<file path="config.mk">
export PLATFORM = sky130hd
export DESIGN_NAME = mem_resp_queue
export DESIGN_NICKNAME = d
export VERILOG_FILES = /design/src/rtl/mem_resp_queue.sv
export SDC_FILE = /design/constraint.sdc
export NUM_CORES = 1
export LEC_CHECK = 0
export CAP_MARGIN = 10
export CORE_ASPECT_RATIO = 0.7
export CORE_MARGIN = 5
export CORE_UTILIZATION = 40
export CTS_BUF_LIST = sky130_fd_sc_hd__clkbuf_4 sky130_fd_sc_hd__clkbuf_8
export DETAILED_ROUTE_END_ITERATION = 16
export PLACE_DENSITY = 0.67
export SLEW_MARGIN = 20
export SYNTH_ARGS = -nofsm -noshare
export SYNTH_HDL_FRONTEND = slang
export SYNTH_SLANG_ARGS = --single-unit
</file>
<file path="constraint.sdc">
create_clock -name clk -period 4.1 [get_ports clk]
set_clock_uncertainty 0.1 [all_clocks]
set_input_delay 0.41 -clock clk [delete_from_list [all_inputs] [get_ports clk]]
set_output_delay 0.41 -clock clk [all_outputs]
set_load 0.05 [all_outputs]
</file>
<file path="src/rtl/mem_resp_queue.sv">
// In-order tracker for outstanding data-sram requests: pairs each response with its issuing op,
// formats load data and presents completed entries to WB. Define MEM_RESP_LWLR_EN for LWL/LWR merges.
module mem_resp_queue #(
  parameter int DEPTH = 4,
  parameter int PTR_W = 2
) (
  input  logic             clk,
  input  logic             reset,
  input  logic             flush,
  input  logic             issue_valid,
  output logic             issue_ready,
  input  logic             issue_exc,
  input  logic             issue_load,
  input  logic [2:0]       issue_op,
  input  logic [1:0]       issue_lo,
  input  logic [4:0]       issue_dest,
  input  logic [31:0]      issue_pc,
  input  logic             data_ok,
  input  logic [31:0]      rdata,
  output logic             out_valid,
  input  logic             out_ready,
  output logic [31:0]      out_result,
  output logic [3:0]       out_we,
  output logic [4:0]       out_dest,
  output logic [31:0]      out_pc,
  output logic             out_exc,
  output logic [PTR_W:0]   count,
  output logic [PTR_W:0]   drop_pend
);

  typedef enum logic [1:0] {
    ST_EMPTY = 2'd0,
    ST_WAIT  = 2'd1,
    ST_DONE  = 2'd2
  } entry_state_e;

  localparam logic [PTR_W:0]   DEPTH_C = (PTR_W+1)'(DEPTH);
  localparam logic [PTR_W:0]   ONE_C   = (PTR_W+1)'(1);
  localparam logic [PTR_W-1:0] PTR_ONE = PTR_W'(1);

  entry_state_e     state_q  [DEPTH];
  entry_state_e     state_d  [DEPTH];
  logic [31:0]      result_q [DEPTH];
  logic [31:0]      result_d [DEPTH];
  logic [3:0]       we_q     [DEPTH];
  logic [3:0]       we_d     [DEPTH];
  logic [4:0]       dest_q   [DEPTH];
  logic [4:0]       dest_d   [DEPTH];
  logic [31:0]      pc_q     [DEPTH];
  logic [31:0]      pc_d     [DEPTH];
  logic             exc_q    [DEPTH];
  logic             exc_d    [DEPTH];
  logic             load_q   [DEPTH];
  logic             load_d   [DEPTH];
  logic [2:0]       op_q     [DEPTH];
  logic [2:0]       op_d     [DEPTH];
  logic [1:0]       lo_q     [DEPTH];
  logic [1:0]       lo_d     [DEPTH];

  logic [PTR_W-1:0] head_q, head_d;
  logic [PTR_W-1:0] resp_q, resp_d;
  logic [PTR_W-1:0] tail_q, tail_d;
  logic [PTR_W:0]   count_q, count_d;
  logic [PTR_W:0]   drop_q, drop_d;
  logic             err_q, err_d;

  logic             do_issue;
  logic             do_retire;
  logic [35:0]      fmt;
  logic [PTR_W:0]   wait_cnt;
  logic [PTR_W-1:0] scan_idx;
  logic             found;

  // Returns {we, result} for one response given the op captured at issue time.
  function automatic logic [35:0] format_load(input logic        is_load,
                                              input logic [2:0]  op,
                                              input logic [1:0]  lo,
                                              input logic [31:0] d);
    logic [7:0]  b;
    logic [15:0] h;
    logic [31:0] res;
    logic [3:0]  we;
    b   = 8'(d >> {lo, 3'b000});
    h   = lo[1] ? d[31:16] : d[15:0];
    res = d;
    we  = 4'hF;
    if (!is_load) begin
      res = '0;
      we  = 4'h0;
    end else begin
      case (op)
        3'd1:    res = {{24{b[7]}}, b};
        3'd2:    res = {24'd0, b};
        3'd3:    res = {{16{h[15]}}, h};
        3'd4:    res = {16'd0, h};
`ifdef MEM_RESP_LWLR_EN
        3'd5: begin
          res = d << {~lo, 3'b000};
          we  = 4'hF << ~lo;
        end
        3'd6: begin
          res = d >> {lo, 3'b000};
          we  = 4'hF >> lo;
        end
`endif
        default: res = d;
      endcase
    end
    return {we, res};
  endfunction

  assign issue_ready = (count_q < DEPTH_C) && !flush;
  assign out_valid   = (state_q[head_q] == ST_DONE) && !flush;
  assign out_result  = result_q[head_q];
  assign out_we      = we_q[head_q];
  assign out_dest    = dest_q[head_q];
  assign out_pc      = pc_q[head_q];
  assign out_exc     = exc_q[head_q];
  assign count       = count_q;
  assign drop_pend   = drop_q;
  assign do_issue    = issue_valid && issue_ready;
  assign do_retire   = out_valid && out_ready;

  always_comb begin
    state_d  = state_q;
    result_d = result_q;
    we_d     = we_q;
    dest_d   = dest_q;
    pc_d     = pc_q;
    exc_d    = exc_q;
    load_d   = load_q;
    op_d     = op_q;
    lo_d     = lo_q;
    head_d   = head_q;
    tail_d   = tail_q;
    count_d  = count_q;
    drop_d   = drop_q;
    err_d    = err_q;
    wait_cnt = '0;
    scan_idx = '0;
    found    = 1'b0;
    fmt      = format_load(load_q[resp_q], op_q[resp_q], lo_q[resp_q], rdata);

    // Responses owed to killed entries are swallowed before any live entry can complete.
    if (data_ok) begin
      if (drop_q != '0) begin
        drop_d = drop_q - ONE_C;
      end else if (state_q[resp_q] == ST_WAIT) begin
        state_d[resp_q]  = ST_DONE;
        result_d[resp_q] = fmt[31:0];
        we_d[resp_q]     = fmt[35:32];
      end else begin
        err_d = 1'b1;
      end
    end

    if (do_retire) begin
      state_d[head_q] = ST_EMPTY;
      head_d          = head_q + PTR_ONE;
      count_d         = count_d - ONE_C;
    end

    if (do_issue) begin
      state_d[tail_q]  = issue_exc ? ST_DONE : ST_WAIT;
      result_d[tail_q] = '0;
      we_d[tail_q]     = 4'h0;
      dest_d[tail_q]   = issue_dest;
      pc_d[tail_q]     = issue_pc;
      exc_d[tail_q]    = issue_exc;
      load_d[tail_q]   = issue_load;
      op_d[tail_q]     = issue_op;
      lo_d[tail_q]     = issue_lo;
      tail_d           = tail_q + PTR_ONE;
      count_d          = count_d + ONE_C;
    end

    for (int i = 0; i < DEPTH; i++) begin
      if (state_d[i] == ST_WAIT) wait_cnt = wait_cnt + ONE_C;
    end

    // Counting WAITs after this cycle's completion makes a coincident response land before the kill.
    if (flush) begin
      drop_d = drop_d + wait_cnt;
      for (int i = 0; i < DEPTH; i++) state_d[i] = ST_EMPTY;
      head_d  = tail_q;
      tail_d  = tail_q;
      count_d = '0;
    end

    resp_d = tail_d;
    for (int i = 0; i < DEPTH; i++) begin
      scan_idx = resp_q + PTR_W'(i);
      if (!found && state_d[scan_idx] == ST_WAIT) begin
        resp_d = scan_idx;
        found  = 1'b1;
      end
    end
  end

  always_ff @(posedge clk) begin
    if (reset) begin
      head_q  <= '0;
      resp_q  <= '0;
      tail_q  <= '0;
      count_q <= '0;
      drop_q  <= '0;
      err_q   <= 1'b0;
      for (int i = 0; i < DEPTH; i++) begin
        state_q[i]  <= ST_EMPTY;
        result_q[i] <= '0;
        we_q[i]     <= '0;
        dest_q[i]   <= '0;
        pc_q[i]     <= '0;
        exc_q[i]    <= 1'b0;
        load_q[i]   <= 1'b0;
        op_q[i]     <= '0;
        lo_q[i]     <= '0;
      end
    end else begin
      head_q  <= head_d;
      resp_q  <= resp_d;
      tail_q  <= tail_d;
      count_q <= count_d;
      drop_q  <= drop_d;
      err_q   <= err_d;
      for (int i = 0; i < DEPTH; i++) begin
        state_q[i]  <= state_d[i];
        result_q[i] <= result_d[i];
        we_q[i]     <= we_d[i];
        dest_q[i]   <= dest_d[i];
        pc_q[i]     <= pc_d[i];
        exc_q[i]    <= exc_d[i];
        load_q[i]   <= load_d[i];
        op_q[i]     <= op_d[i];
        lo_q[i]     <= lo_d[i];
      end
    end
  end

  // A response with nothing to complete means the memory side and this queue have lost sync.
  a_no_orphan_resp: assert property (@(posedge clk) disable iff (reset) !err_q);

endmodule

</file>
==> results of run 1 <==
-- placed cells by master, fill, tap and decap left out, types with 8 or more instances in the layout --
cell type        netlist  routed
o21a_1                24      24
clkbuf_8               0      71
mux4_2                82      82
ha_1                  20      20
nor2_1               100     100
clkdlybuf4s50_1        0     162
a21oi_1              225     225
dfxtp_1              340     338
buf_4                  1      48
inv_1                 21      21
o21ai_0              122     122
o211ai_1              14      14
nand2_1              526     522
clkbuf_4               0      19
nor2b_1                8       8
xnor2_1               10      10
mux2i_1               15      15
-- final cells by class --
cell class	instances	area [µm²]
antenna	3	7.507
tap	480	600.6
timing repair buffer	212	2013
multi-input combinational	1225	7428
fill	3380	17960
sequential	340	6814
clock inverter	10	108.9
clock buffer	90	1120
inverter	22	82.58
-- Yosys cell counts, drive strengths merged, types with 3 or more instances --
master,count
a21oi,225
a31oi,8
a41oi,4
and2,10
and3,5
buf,14
clkbuf,101
dfxtp,340
ha,20
inv,21
mux2,4
mux2i,15
mux4,82
nand2,527
nand3,5
nor2,100
nor2b,8
nor3,3
nor3b,4
o211ai,14
o21a,25
o21ai,129
or2,3
xnor2,10
-- power breakdown --
part	internal [mW]	switching, mW
clock	1.85	1.36
sequential	3.36	0.0343
combinational	0.348	0.611
-- logic make-up (layout without fill, tap and decap cells) --
kind of cell | count (synthesis) | in the layout | share of synthesized area [%]
xor gates and xnor gates | 11 | 11 | 0.7465
AOI/OAI and AO/OA | 424 | 424 | 15.95
and+or+nand+nor | 668 | 668 | 17.82
adders and majority gates | 21 | 21 | 1.832
muxes | 101 | 101 | 13.84
buffers and inverters | 137 | 334 | 3.656
other | 0 | 3 | 0
DFF | 340 | 340 | 46.15
-- registers in the layout (all words and copies together) (netlist names) --
register / count
result_q: 128
count: 3
load_q: 4
exc_q: 4
pc_q: 128
we_q: 16
state_q: 8
drop_pend: 3
tail_q: 2
dest_q: 20
op_q: 12
resp_q: 2
lo_q: 8
head_q: 2
-- routing by layer --
| metal | wire length [µm] | track usage, % | up-vias |
|---|---|---|---|
| li1 | - | - | 6144 |
| met1 | 19570 | 29.38 | 6190 |
| met2 | 19950 | 32.65 | 473 |
| met3 | 3524 | 5.189 | 85 |
| met4 | 1035 | 6.422 | 2 |
| met5 | 13 | 0 | - |
-- critical path, cell delays in order (launching register included) --
cell and delay (ps):
dfxtp_4 380, buf_4 520, buf_6 470, mux4_2 620, clkdlybuf4s50_1 730
-- stage by stage --
stage               util (%)  std cells  instance area, µm²
floorplan                  -       1702               14750
global placement       46.85       2279               16930
detailed placement     46.85       2279               16930
CTS                    50.26       2379               18160
global route           50.29       2382               18170
finish                 50.29       2382               18170
-- repair_timing --
item | CTS | global route
resized for setup | 1 | 1
hold endpoints to repair | 0 | 0
setup endpoints to repair | 11 | 1
-- worst paths after layout --
check,from,endpoint,slack (ps),cells after the start
min reg2reg,result_q[126],result_q[126],350,2
max reg2reg,resp_q[1],drop_pend[2],260,13
max,head_q[0],out_dest[0],230,4
min,reset,tail_q[1],210,3
==> results.cfg, run 1 <==
[drt]
wire_per_inst_um = 18.51
vias_per_cell = 5.413
via_count = 12894
drtPass1Iterations = 5
drt-total-wl_mm = 44.10
drt_iter0_drc = 1137
drc_errors = 0
ant_nets = 0

[floorplan]
num_rows = 58
start_util_pct = 40.81
die_h_um = 170.7
die_area_um2 = 40870
die_w_um = 239.5
io_pins = 164
core-area_um2 = 36140

[logic_synthesis]
ys_types = 57
synth_flop_cell = dfxtp_1
synth-edff-count = 0
synthArstFlopShare_pct = 0
ys_ff_latch = 340
synth_area_leaders = dfxtp_1 46%, nand2_1 13%, mux4_2 13%, a21oi_1 7.6%, o21ai_0 4.1%
syn_inst = 1702
syn-cell-area_um2 = 14750
synth_seq_area_share_pct = 46.15
netlist.area_leader.share_pct = 46.15
postSynthAreaPerCell_um2 = 8.666
yosysWarnings = 0
synth_nets = 1805
yosys.area.top_type = dfxtp_1

[setup_path]
path_class = reg2out
worstPathArrival_ps = 3360
endpoint_kind = output pin
cp.required_ps = 3590
crit_path_start_kind = register
critPathMaxFanout = 34

[clocking]
ctsHoldBuffers = 0
clock_tree.root_cell = clkbuf_8
clock-sinks = 340
cts_buffers = 54
ctsHtreeMaxLevel = 2
cts_tree = yes
insertion_delay_ps = 600
cts_setup_buffers = 0
clkTransAtPathRegs_ps = 60
clock_path_buffers = 3

[placed_design]
place_congestion = 0.9494
io_buffers = 163
dpl.hpwl_mm = 27.69
dpl_worst_slack_ps = -99.57

[power_and_ir_drop]
ir_drop_mv = 0.2182
cellPowerDensity_nw_per_um2 = 415.9
fin_total_pwr_mw = 7.559
cellLeakagePower_nw = 6.224

[global_route]
grt_pass1_wl_mm = 69.90
antenna_found_initial = 4
overflow = 0
grt_start_max_net_pins = 185
gr-usage-all-layers_pct = 21.07
grt_pass1_vias = 12686

[timing]
rsz0062_at_grt = false
hold_ws_ps = 212.9
setup_tns_ps = 0
final_max_slew_viol_count = 0
fmax_mhz = 258.6
hold_violations = 0
setup_ws_ps = 233.6
finalCritPeriodShare_pct = 94.30
setup_viol = 0
fin_crit_ps = 3866
slew_headroom_pct = 43.38
tightest_slew_ps = 849.3

[job]
cap_violations = 0

[worst_hold_path]
hold_class = in2reg

[final_layout]
drive_above_1_share_pct = 13.85
area_growth_pct = 23.23
nNetsFinal = 1958

[run_status]
outcome = finished clean
Note: power is estimated with default switching activity, not from simulation.
==> run 2, diff against run 1 <==
Settings changed: TNS_END_PERCENT set to 50.
==> results of run 2 <==
The final DEF is identical to that of run 1; final timing and power are the same.
